**config.mk**
```make
export PLATFORM = sky130hd
export DESIGN_NAME = nested_loop_counter
export DESIGN_NICKNAME = d
export VERILOG_FILES = /design/src/rtl/nested_loop_counter.sv
export SDC_FILE = /design/constraint.sdc
export NUM_CORES = 1
export LEC_CHECK = 0
export ABC_CLOCK_PERIOD_IN_PS = 8029
export CORE_MARGIN = 8
export CORE_UTILIZATION = 45
export CTS_CLUSTER_SIZE = 40
export DETAILED_ROUTE_END_ITERATION = 6
export PLACE_DENSITY = 0.67
export SYNTH_ARGS = -nofsm -noshare
export SYNTH_HDL_FRONTEND = slang
export SYNTH_SLANG_ARGS = --single-unit
export TNS_END_PERCENT = 20
```
**constraint.sdc**
```tcl
create_clock -name clk_i -period 8.03 [get_ports clk_i]
set_input_delay 1.606 -clock clk_i [delete_from_list [all_inputs] [get_ports clk_i]]
set_output_delay 1.606 -clock clk_i [all_outputs]
set_load 0.02 [all_outputs]
```
**src/rtl/nested_loop_counter.sv**
```systemverilog
// N-deep nested loop counter: per-loop bound, stride and count mode (wrap, bounce, down).
// Produces the loop indices and a strided linear address for tile walks.
module nested_loop_counter #(
  parameter int unsigned NUM_LOOPS = 3,
  parameter int unsigned WIDTH     = 8,
  parameter int unsigned ADDR_W    = 16
) (
  input  logic                        clk_i,
  input  logic                        rst_ni,
  input  logic                        clear_i,
  input  logic                        start_i,
  input  logic                        en_i,
  input  logic [NUM_LOOPS*WIDTH-1:0]  bound_i,
  input  logic [NUM_LOOPS*ADDR_W-1:0] stride_i,
  input  logic [NUM_LOOPS*2-1:0]      mode_i,
  output logic [NUM_LOOPS*WIDTH-1:0]  cnt_o,
  output logic [ADDR_W-1:0]           addr_o,
  output logic                        valid_o,
  output logic [NUM_LOOPS-1:0]        last_o,
  output logic                        busy_o,
  output logic                        done_o
);

  typedef enum logic [1:0] {
    ST_IDLE,
    ST_RUN,
    ST_DONE
  } state_e;

  typedef enum logic [1:0] {
    MODE_WRAP     = 2'b00,
    MODE_BOUNCE   = 2'b01,
    MODE_DOWN     = 2'b10,
    MODE_WRAP_ALT = 2'b11
  } mode_e;

  state_e              state_q, state_d;
  logic [WIDTH-1:0]    cnt_q    [NUM_LOOPS];
  logic [WIDTH-1:0]    cnt_d    [NUM_LOOPS];
  logic [WIDTH-1:0]    bound_q  [NUM_LOOPS];
  logic [ADDR_W-1:0]   stride_q [NUM_LOOPS];
  mode_e               mode_q   [NUM_LOOPS];
  logic [NUM_LOOPS-1:0] dir_q, dir_d;   // bounce direction, 1 = counting down
  logic [NUM_LOOPS-1:0] last_raw;
  logic                load_cfg;
  logic                carry;
  logic [ADDR_W-1:0]   addr_sum;

  always_comb begin
    last_raw = '0;
    for (int unsigned k = 0; k < NUM_LOOPS; k++) begin
      case (mode_q[k])
        MODE_BOUNCE: last_raw[k] = (bound_q[k] == '0) || ((cnt_q[k] == '0) && dir_q[k]);
        MODE_DOWN:   last_raw[k] = (cnt_q[k] == '0);
        default:     last_raw[k] = (cnt_q[k] == bound_q[k]);
      endcase
    end
  end

  always_comb begin
    state_d  = state_q;
    cnt_d    = cnt_q;
    dir_d    = dir_q;
    load_cfg = 1'b0;
    carry    = 1'b0;
    if (clear_i) begin
      state_d = ST_IDLE;
      for (int unsigned k = 0; k < NUM_LOOPS; k++) cnt_d[k] = '0;
      dir_d = '0;
    end else if (start_i) begin
      state_d  = ST_RUN;
      load_cfg = 1'b1;
      dir_d    = '0;
      for (int unsigned k = 0; k < NUM_LOOPS; k++) begin
        cnt_d[k] = (mode_i[2*k +: 2] == 2'b10) ? bound_i[k*WIDTH +: WIDTH] : '0;
      end
    end else if (en_i && (state_q == ST_RUN)) begin
      if (&last_raw) begin
        state_d = ST_DONE;
      end else begin
        // Ripple carry: loop k steps only while every inner loop sits at its last position.
        carry = 1'b1;
        for (int unsigned k = 0; k < NUM_LOOPS; k++) begin
          if (carry) begin
            case (mode_q[k])
              MODE_BOUNCE: begin
                if (!dir_q[k]) begin
                  if (cnt_q[k] == bound_q[k]) begin
                    if (bound_q[k] != '0) begin
                      cnt_d[k] = cnt_q[k] - WIDTH'(1);
                      dir_d[k] = 1'b1;
                    end
                  end else begin
                    cnt_d[k] = cnt_q[k] + WIDTH'(1);
                  end
                end else if (cnt_q[k] == '0) begin
                  dir_d[k] = 1'b0;
                end else begin
                  cnt_d[k] = cnt_q[k] - WIDTH'(1);
                end
              end
              MODE_DOWN: cnt_d[k] = (cnt_q[k] == '0) ? bound_q[k] : cnt_q[k] - WIDTH'(1);
              default:   cnt_d[k] = (cnt_q[k] == bound_q[k]) ? '0 : cnt_q[k] + WIDTH'(1);
            endcase
          end
          carry = carry & last_raw[k];
        end
      end
    end
  end

  always_ff @(posedge clk_i or negedge rst_ni) begin
    if (!rst_ni) begin
      state_q <= ST_IDLE;
      dir_q   <= '0;
      for (int unsigned k = 0; k < NUM_LOOPS; k++) begin
        cnt_q[k]    <= '0;
        bound_q[k]  <= '0;
        stride_q[k] <= '0;
        mode_q[k]   <= MODE_WRAP;
      end
    end else begin
      state_q <= state_d;
      dir_q   <= dir_d;
      for (int unsigned k = 0; k < NUM_LOOPS; k++) begin
        cnt_q[k] <= cnt_d[k];
        if (load_cfg) begin
          bound_q[k]  <= bound_i[k*WIDTH +: WIDTH];
          stride_q[k] <= stride_i[k*ADDR_W +: ADDR_W];
          mode_q[k]   <= mode_e'(mode_i[2*k +: 2]);
        end
      end
    end
  end

  always_comb begin
    addr_sum = '0;
    cnt_o    = '0;
    for (int unsigned k = 0; k < NUM_LOOPS; k++) begin
      addr_sum = addr_sum + ADDR_W'(cnt_q[k]) * stride_q[k];
      cnt_o[k*WIDTH +: WIDTH] = cnt_q[k];
    end
  end

  assign addr_o  = addr_sum;
  // Stale config after reset/clear would otherwise flag loops as last while idle.
  assign last_o  = (state_q == ST_IDLE) ? '0 : last_raw;
  assign valid_o = (state_q == ST_RUN);
  assign busy_o  = (state_q == ST_RUN);
  assign done_o  = (state_q == ST_DONE);

endmodule
```
# Word level (Yosys, flattened, before mapping)
# Index checks and enable logic that the tools add are counted.
dict set report classes {
  add_sub_neg 8
  multipliers 3
  div 0
  order_cmp 0
  n_eq_ne 21
  n_shift 0
  n_mux 61
  bitwise 1
  n_reduce_logical 32
}
# operator n
set ops {}
lappend ops {{2-to-1 mux 8 bit} 23}
lappend ops {{2-to-1 mux 24 bit} 4}
lappend ops {{zero test 8 bit} 6}
lappend ops {{multiplier 8 x 16 -> 16 bit} 3}
lappend ops {{case mux 8 bit (2 select lines)} 3}
lappend ops {{adder 16 bit} 2}
lappend ops {{adder 8 x 1 -> 8 bit, second input constant} 3}
lappend ops {{equality test 8 bit} 3}
lappend ops {{nonzero test 8 bit} 3}
lappend ops {{subtractor 8 x 1 -> 8 bit, second input constant} 3}
lappend ops {{nonzero test 3 bit} 7}
lappend ops {{2-to-1 mux 1 bit} 19}
lappend ops {{inequality test 6 bit, second input constant} 3}
lappend ops {{2-to-1 mux 3 bit} 5}
lappend ops {{inequality test 5 bit, second input constant} 3}
lappend ops {{equality test 2 bit, second input constant} 7}
lappend ops {{AND reduction 4 bit} 3}
lappend ops {{AND reduction 5 bit} 2}
lappend ops {{equality test 2 x 1 -> 1 bit, second input constant} 4}
lappend ops {{2-to-1 mux 2 bit} 4}
lappend ops {{case mux 1 bit (2 select lines)} 3}
lappend ops {{AND reduction 3 bit} 2}
lappend ops {{logical AND 1 bit} 4}
lappend ops {{logical OR 1 bit} 3}
lappend ops {{other kinds (4)} 4}
dict set report word_totals {
  reg_bits 107
  latch_bits 0
  ramBits 0
  mem_bits_ro 0
  input_bits 83
  n_memories 0
}

# Logic depth before layout (Yosys ltp)
# Gate-level depths: netlist of run 1.
dict set report logic_depth {
  ltp_word 10
  depth_mapped 24
  depth_no_buf 22
}

# Least setup slack after synthesis of run 1
# Ideal clock, no wire load.
dict set report synth_path {
  kind {reg2out}
  startpoint {reg cnt_q (netlist bit cnt_o[2])}
  endpoint {out addr_o[15]}
  t_arrival_ns 6.524
  t_required_ns 6.424
  path_slack_ns -0.100
  path_stages_with_launch 24
  path_buffers 3
  cell_sequence {dfrtp_1 clkbuf_1 buf_1 clkbuf_1 and2_1 fa_1 fa_1 inv_1 fa_1 fa_1 inv_1 fa_1 fa_1 inv_1 fa_1 inv_1 ha_1 o21a_1 o31a_1 o211ai_1 nand2_1 a41oi_1 a21oi_1 xnor2_1}
}
dict set report synth_via {
  elab_chain_len 3
}
# element line_no
set synth_lines {}
lappend synth_lines {{start, declared} 38} ;# logic [WIDTH-1:0] cnt_q [NUM_LOOPS];
lappend synth_lines {{start signal, assigned by index} 126} ;# cnt_q[k] <= cnt_d[k];
lappend synth_lines {{multiplier 8 x 16 -> 16 bit} 140} ;# addr_sum = addr_sum + ADDR_W'(cnt_q[k]) * stride_q[k];
lappend synth_lines {{adder 16 bit (2 in series)} 140}
lappend synth_lines {{end, declared} 17} ;# output logic [ADDR_W-1:0] addr_o,
# No other way between the ends.

# Worst setup path in the final report of run 1
dict set report layout_path {
  startpoint {reg cnt_q (netlist bit cnt_o[1])}
  endpoint {out addr_o[13]}
}
# The elaborated chain is that of the path after synthesis.

==> results.md, run 1 <==
* Status: finished, final reports clean
* Layout Skew at 14.0 ps
* Sink Count at 107
* Largest net degree at the start of global routing at 71
* Peak VDD IR at 0.740 mV
* Port bufs at 128
* Fillers at 3117
* Cell row count at 67
* Minimum clock period at 7950 ps
* Most frequent cells in the layout: 281 x inv_1, 227 x fa_1, 182 x nand2_1
* Total number of vias at 11742
* # DRC at 0
* Top cell by count, worst path: fa_1
* DRT Wirelength at 41200 um
* GRT overflow at 0
* H-Tree Depth at 3
* Critical path type: reg2out
* Crit start category: flop
* Hold Vio Cnt, Final at 0
* Core area at 33400 um2
* CTS Buffer Depth at 2
* Total power at 7270 uW
* Cts-stage hold buffer count at 0
* CTS root buf: clkbuf_16
* Leak at 0.00793 uW
* Final GP Congestion at 0.897
* Die H at 200 um
* Fin util at 0.534
* Routed Antenna Nets at 0
* GRT Total Usage at 0.215
* Slew @ Worst Pin at 967 ps
* Commonest non-fill, non-tap cell in the layout: inv_1
* RSZ-0062 raised after global routing: yes
* Initial Util at 0.455
* Area grow syn2layout at 17.4%
* Max Cap Viol at 0
* Vias per cell at 5.29
* Netlist cell types at 84
* PnR worst setup slack at 84.3 ps
* Vias in the first global route at 12577
* Die area at 39900 um2
* Multi-input logic area at 11200 um2
* Slew Limit Fails at 0
* Avg Synthesized Cell Area at 9.45 um2
* EDFF count, synth at 0
* Placement Setup Slack at -169 ps
* WP data arrival at 6340 ps
* Layout cells sized above 1 at 0.141
* P per Cell Area at 408 nW/um2
* Worst skew pair latency at 390 ps
* Worst rel slew slack at 0.355
* Post-synth top flop: dfrtp_1
* Antenna violations before repair at 1
* Critical Path RT at 6420 ps
* Drt first pass iters at 6
* Antenna diodes at 0
* DRT iter0 DRCs at 696
* Sequential share of the synthesized area at 0.176
* CTS Buf Count at 9
* Max FO, Critical Path at 6
* Syn Inst Count at 1606
* Setup Viol. Count Final at 0
* Crit-path cells: and2_1 > fa_1 > fa_1 > inv_1 > fa_1 > fa_1 > inv_1 > fa_1 > fa_1 > inv_1 > fa_1 > inv_1 > ha_1 > o21a_1 > o31a_1 > o211ai_1 > nand2_1 > a41oi_2 > nor2b_4 > xnor2_1 > buf_4
* # nets final at 2146
* CTS tree: built
* Syn Nets at 1987
* Dpl hpwl at 33900 um
* Critical Path Max Stage Delay at 550 ps
* WHS at 524 ps
* Register bit total from synthesis at 107
* CP max-delay cell: fa_1
* FFs w/ async S/R, synth at 1.00
* Chip width at 200 um
* FF+latch area at 2690 um2
* Worst-path clk slew at 80 ps
* I/O Pins at 129
* Period Utilization, post-route at 0.990
* Hold WC Path Type: reg2reg
* Yosys warns at 0
* CP Capture Type: output pin
* First-pass GRT wire length at 66900 um
* Routed WL per cell at 18.6 um
* Syn Std Cell Area at 15200 um2
* Fmax at 0.126 GHz
where the power goes:
part	switching, uW	total [uW]	internal [uW]
clock network	237	466	229
logic	3270	6090	2820
registers	108	715	608
total	3620	7270	3660
stage by stage:
| step | TNS (ps) | cells | cell area (um2) |
|---|---|---|---|
| after floorplan | 0 | 1606 | 15200 |
| after global placement | -121 | 2197 | 17400 |
| after detailed placement | -566 | 2197 | 17400 |
| after CTS | -294 | 2213 | 17700 |
| after global routing | -434 | 2218 | 17800 |
| final | 0 | 2218 | 17800 |
layer usage:
metal	track usage	vias to the layer above	part of all wire
li1	-	5356	-
met1	0.272	6010	0.42
met2	0.372	309	0.51
met3	0.0357	67	0.045
met4	0.0706	0	0.029
met5	0	-	0
worst max-delay path: cells and delay by family (launching register included):
kind,cells,cell delay (ps)
AOI/OAI and AO/OA,4,760
DFF,1,450
adders and majority gates,8,3770
buffers and inverters,5,370
and+or+nand+nor,3,500
xor gates and xnor gates,1,110
final timing paths:
path                                   start            to  slack [ps]  cells after the start
max in group asynchronous             rst_ni      cnt_o[3]        5370                      2
worst max-delay path                cnt_o[1]    addr_o[13]          80                     21
worst min-delay path            stride_q[47]  stride_q[47]         520                      1
worst min register to register  stride_q[47]  stride_q[47]         520                      1
worst max register to register      cnt_o[9]     cnt_o[17]        4140                     11
min in group asynchronous             rst_ni     mode_q[3]        1210                      1
flip-flops by register name, indices dropped and copies added, names as in the netlist:
signal	count
dir_q	3
cnt_o	24
bound_q	24
state_q	2
mode_q	6
stride_q	48
cells in the mapped netlist, types with 6 or more instances:
library cell	instances	area, um2
ha_1	70	876
or3_1	6	37.5
a21oi_1	26	130
clkbuf_1	63	236
xor2_1	39	342
nand3_1	25	125
nor2b_1	12	75.1
mux2_4	6	90.1
and2_1	176	1100
xnor2_1	65	569
nand2_1	183	687
nor2_1	21	78.8
and3_1	9	56.3
mux2_2	76	856
fa_1	228	4560
a31oi_1	8	50.1
inv_1	283	1060
a211oi_1	9	67.6
nor3_1	22	110
dfrtp_1	107	2680
nor4_1	10	62.6
o21ai_0	42	210
cell families (layout without fill, tap and decap cells):
| logic type | after synthesis | in the layout | synth area share |
|---|---|---|---|
| AOI/OAI and AO/OA | 162 | 162 | 0.0783 |
| xor gates and xnor gates | 105 | 105 | 0.0615 |
| adders and majority gates | 298 | 298 | 0.358 |
| buffers and inverters | 361 | 525 | 0.0935 |
| DFF | 107 | 107 | 0.176 |
| muxes | 84 | 84 | 0.0636 |
| and+or+nand+nor | 489 | 489 | 0.168 |
area by class of cell:
class,count,area share
multi-input combinational,1138,0.628
sequential,107,0.151
timing repair buffer,226,0.114
inverter,283,0.0596
tap,448,0.0315
clock buffer,11,0.0142
clock inverter,5,0.00204
repair_timing:
action	in CTS	in global routing
buffers inserted	0	5
pin swaps	2	20
resized for setup	21	38
endpoints found under the setup margin	8	10
Note: power is estimated with default switching activity, not from simulation.
==> inputs of run 2 (changes only) <==
SETUP_SLACK_MARGIN = 0.15   (was default)
==> results.md, run 2 (synthesis results as in run 1) <==
* Status: finished, final reports clean
* Slew @ Worst Pin at 952 ps
* Leak at 0.00789 uW
* Hold Vio Cnt, Final at 0
* Fmax at 0.126 GHz
* # DRC at 0
* GRT overflow at 0
* Crit start category: flop
* Final GP Congestion at 0.902
* Peak VDD IR at 0.619 mV
* Cell row count at 67
* Post-Place Cell Area at 17400 um2
* CP Capture Type: output pin
* Worst min-delay path startpoint: stride_q[47]
* Max Cap Viol at 0
* Worst-path clk slew at 80 ps
* Die area at 39900 um2
* Final instance area at 17800 um2
* Final std cells w/o fill at 2217
* Largest net degree at the start of global routing at 71
* Period Utilization, post-route at 0.986
* R2r startpoint: cnt_o[8]
* Chip width at 200 um
* Commonest non-fill, non-tap cell in the layout: inv_1
* PnR worst setup slack at 114 ps
* Vias in the first global route at 12552
* Layout Skew at 14.3 ps
* FF-to-FF path depth at 11
* Antenna diodes at 0
* Setup slack, reg-to-reg at 4240 ps
* Worst rel slew slack at 0.365
* Minimum clock period at 7920 ps
* Setup Viol. Count Final at 0
* CTS tree: built
* Die H at 200 um
* I/O Pins at 129
* Core area at 33400 um2
* Hold WC Path Type: reg2reg
* Most frequent cells in the layout: 280 x inv_1, 226 x fa_1, 182 x nand2_1
* WHS at 518 ps
* WP data arrival at 6310 ps
* Critical Path RT at 6420 ps
* DRT Wirelength at 41600 um
* Worst skew pair latency at 390 ps
* H-Tree Depth at 3
* RSZ-0062 raised after global routing: yes
* Cts-stage hold buffer count at 0
* Slew Limit Fails at 0
* CTS Buffer Depth at 2
* CTS Buf Count at 9
* CTS root buf: clkbuf_16
* Routed WL per cell at 18.8 um
* GRT Total Usage at 0.216
* Port bufs at 128
* Layout cells sized above 1 at 0.151
* Total power at 7080 uW
* Placement Setup Slack at -170 ps
* Drt first pass iters at 5
* Area grow syn2layout at 17.5%
* Inst Count DP at 2193
* Sink Count at 107
* Critical path type: reg2out
* Max FO, Critical Path at 5
* Dpl hpwl at 34000 um
* # nets final at 2145
* RR Endpoint: cnt_o[17]
* WHS Endpoint: stride_q[47]
* Initial Util at 0.455
* Antenna violations before repair at 1
* P per Cell Area at 397 nW/um2
* Worst hold path depth at 1
* Number of flip-flops in the largest register at 48
* First-pass GRT wire length at 67000 um
* DRT iter0 DRCs at 773
* Largest Register: stride_q
* Total number of vias at 11676
* Vias per cell at 5.27
* Routed Antenna Nets at 0
[run 2: changes by cell type in the layout (fill, tap and decap cells not counted), sizes merged]
cell,change
clkinv,-3
buf,-2
clkdlybuf4s15,-1
clkinvlp,+1
clkbuf,+3
inv,+2
dlygate4sd2,-1
[run 2: per-layer routing]
| metal | share of wire | track usage |
|---|---|---|
| met1 | 0.42 | 0.278 |
| met2 | 0.50 | 0.365 |
| met3 | 0.044 | 0.0305 |
| met4 | 0.032 | 0.0812 |
| met5 | 0.00031 | 0 |
[run 2: worst max-delay path by stage]
| stage | start | cells past startpoint | slack [ps] | to |
|---|---|---|---|---|
| after floorplan | cnt_o[2] | 23 | 170 | addr_o[13] |
| after global placement | cnt_o[0] | 19 | -110 | addr_o[15] |
| after detailed placement | cnt_o[0] | 19 | -170 | addr_o[15] |
| after CTS | cnt_o[2] | 18 | 60 | addr_o[14] |
| after global routing | cnt_o[0] | 21 | -90 | addr_o[15] |
| final | cnt_o[0] | 19 | 110 | addr_o[13] |
[run 2: layout make-up]
type / instances / area, um2
timing repair buffer: 225 / 2030
inverter: 283 / 1060
tap: 448 / 561
sequential: 107 / 2700
fill: 3140 / 15500
clock inverter: 5 / 41.3
multi-input combinational: 1138 / 11200
clock buffer: 11 / 253
[run 2: what timing repair did]
item | in CTS | in global routing
gates resized for setup | 29 | 49
pin swaps | 10 | 24
endpoints found under the setup margin | 9 | 9
setup buffers | 0 | 8
[run 2: per-stage QoR]
step                setup TNS, ps   util
floorplan                       0      -
global placement             -193  0.521
detailed placement           -399  0.521
CTS                             0  0.530
global route                 -307  0.534
finish                          0  0.534
[run 2: worst max-delay path, cell delays in order, from the launching register on]
cell	delay (ps)
dfrtp_1	430
and2_4	180
fa_1	550
inv_1	60
fa_1	480
fa_2	550
fa_1	420
fa_1	520
fa_1	450
fa_1	530
inv_2	50
ha_4	210
nor2b_1	140
o31a_1	310
o211ai_1	190
nand2_1	120
a41oi_2	270
nor2b_2	200
xnor2_1	120
buf_4	160
[run 2: power by group]
group	switching, uW	internal [uW]
Combinational	3190	2700
Clock	242	232
Sequential	108	609
Total	3540	3540
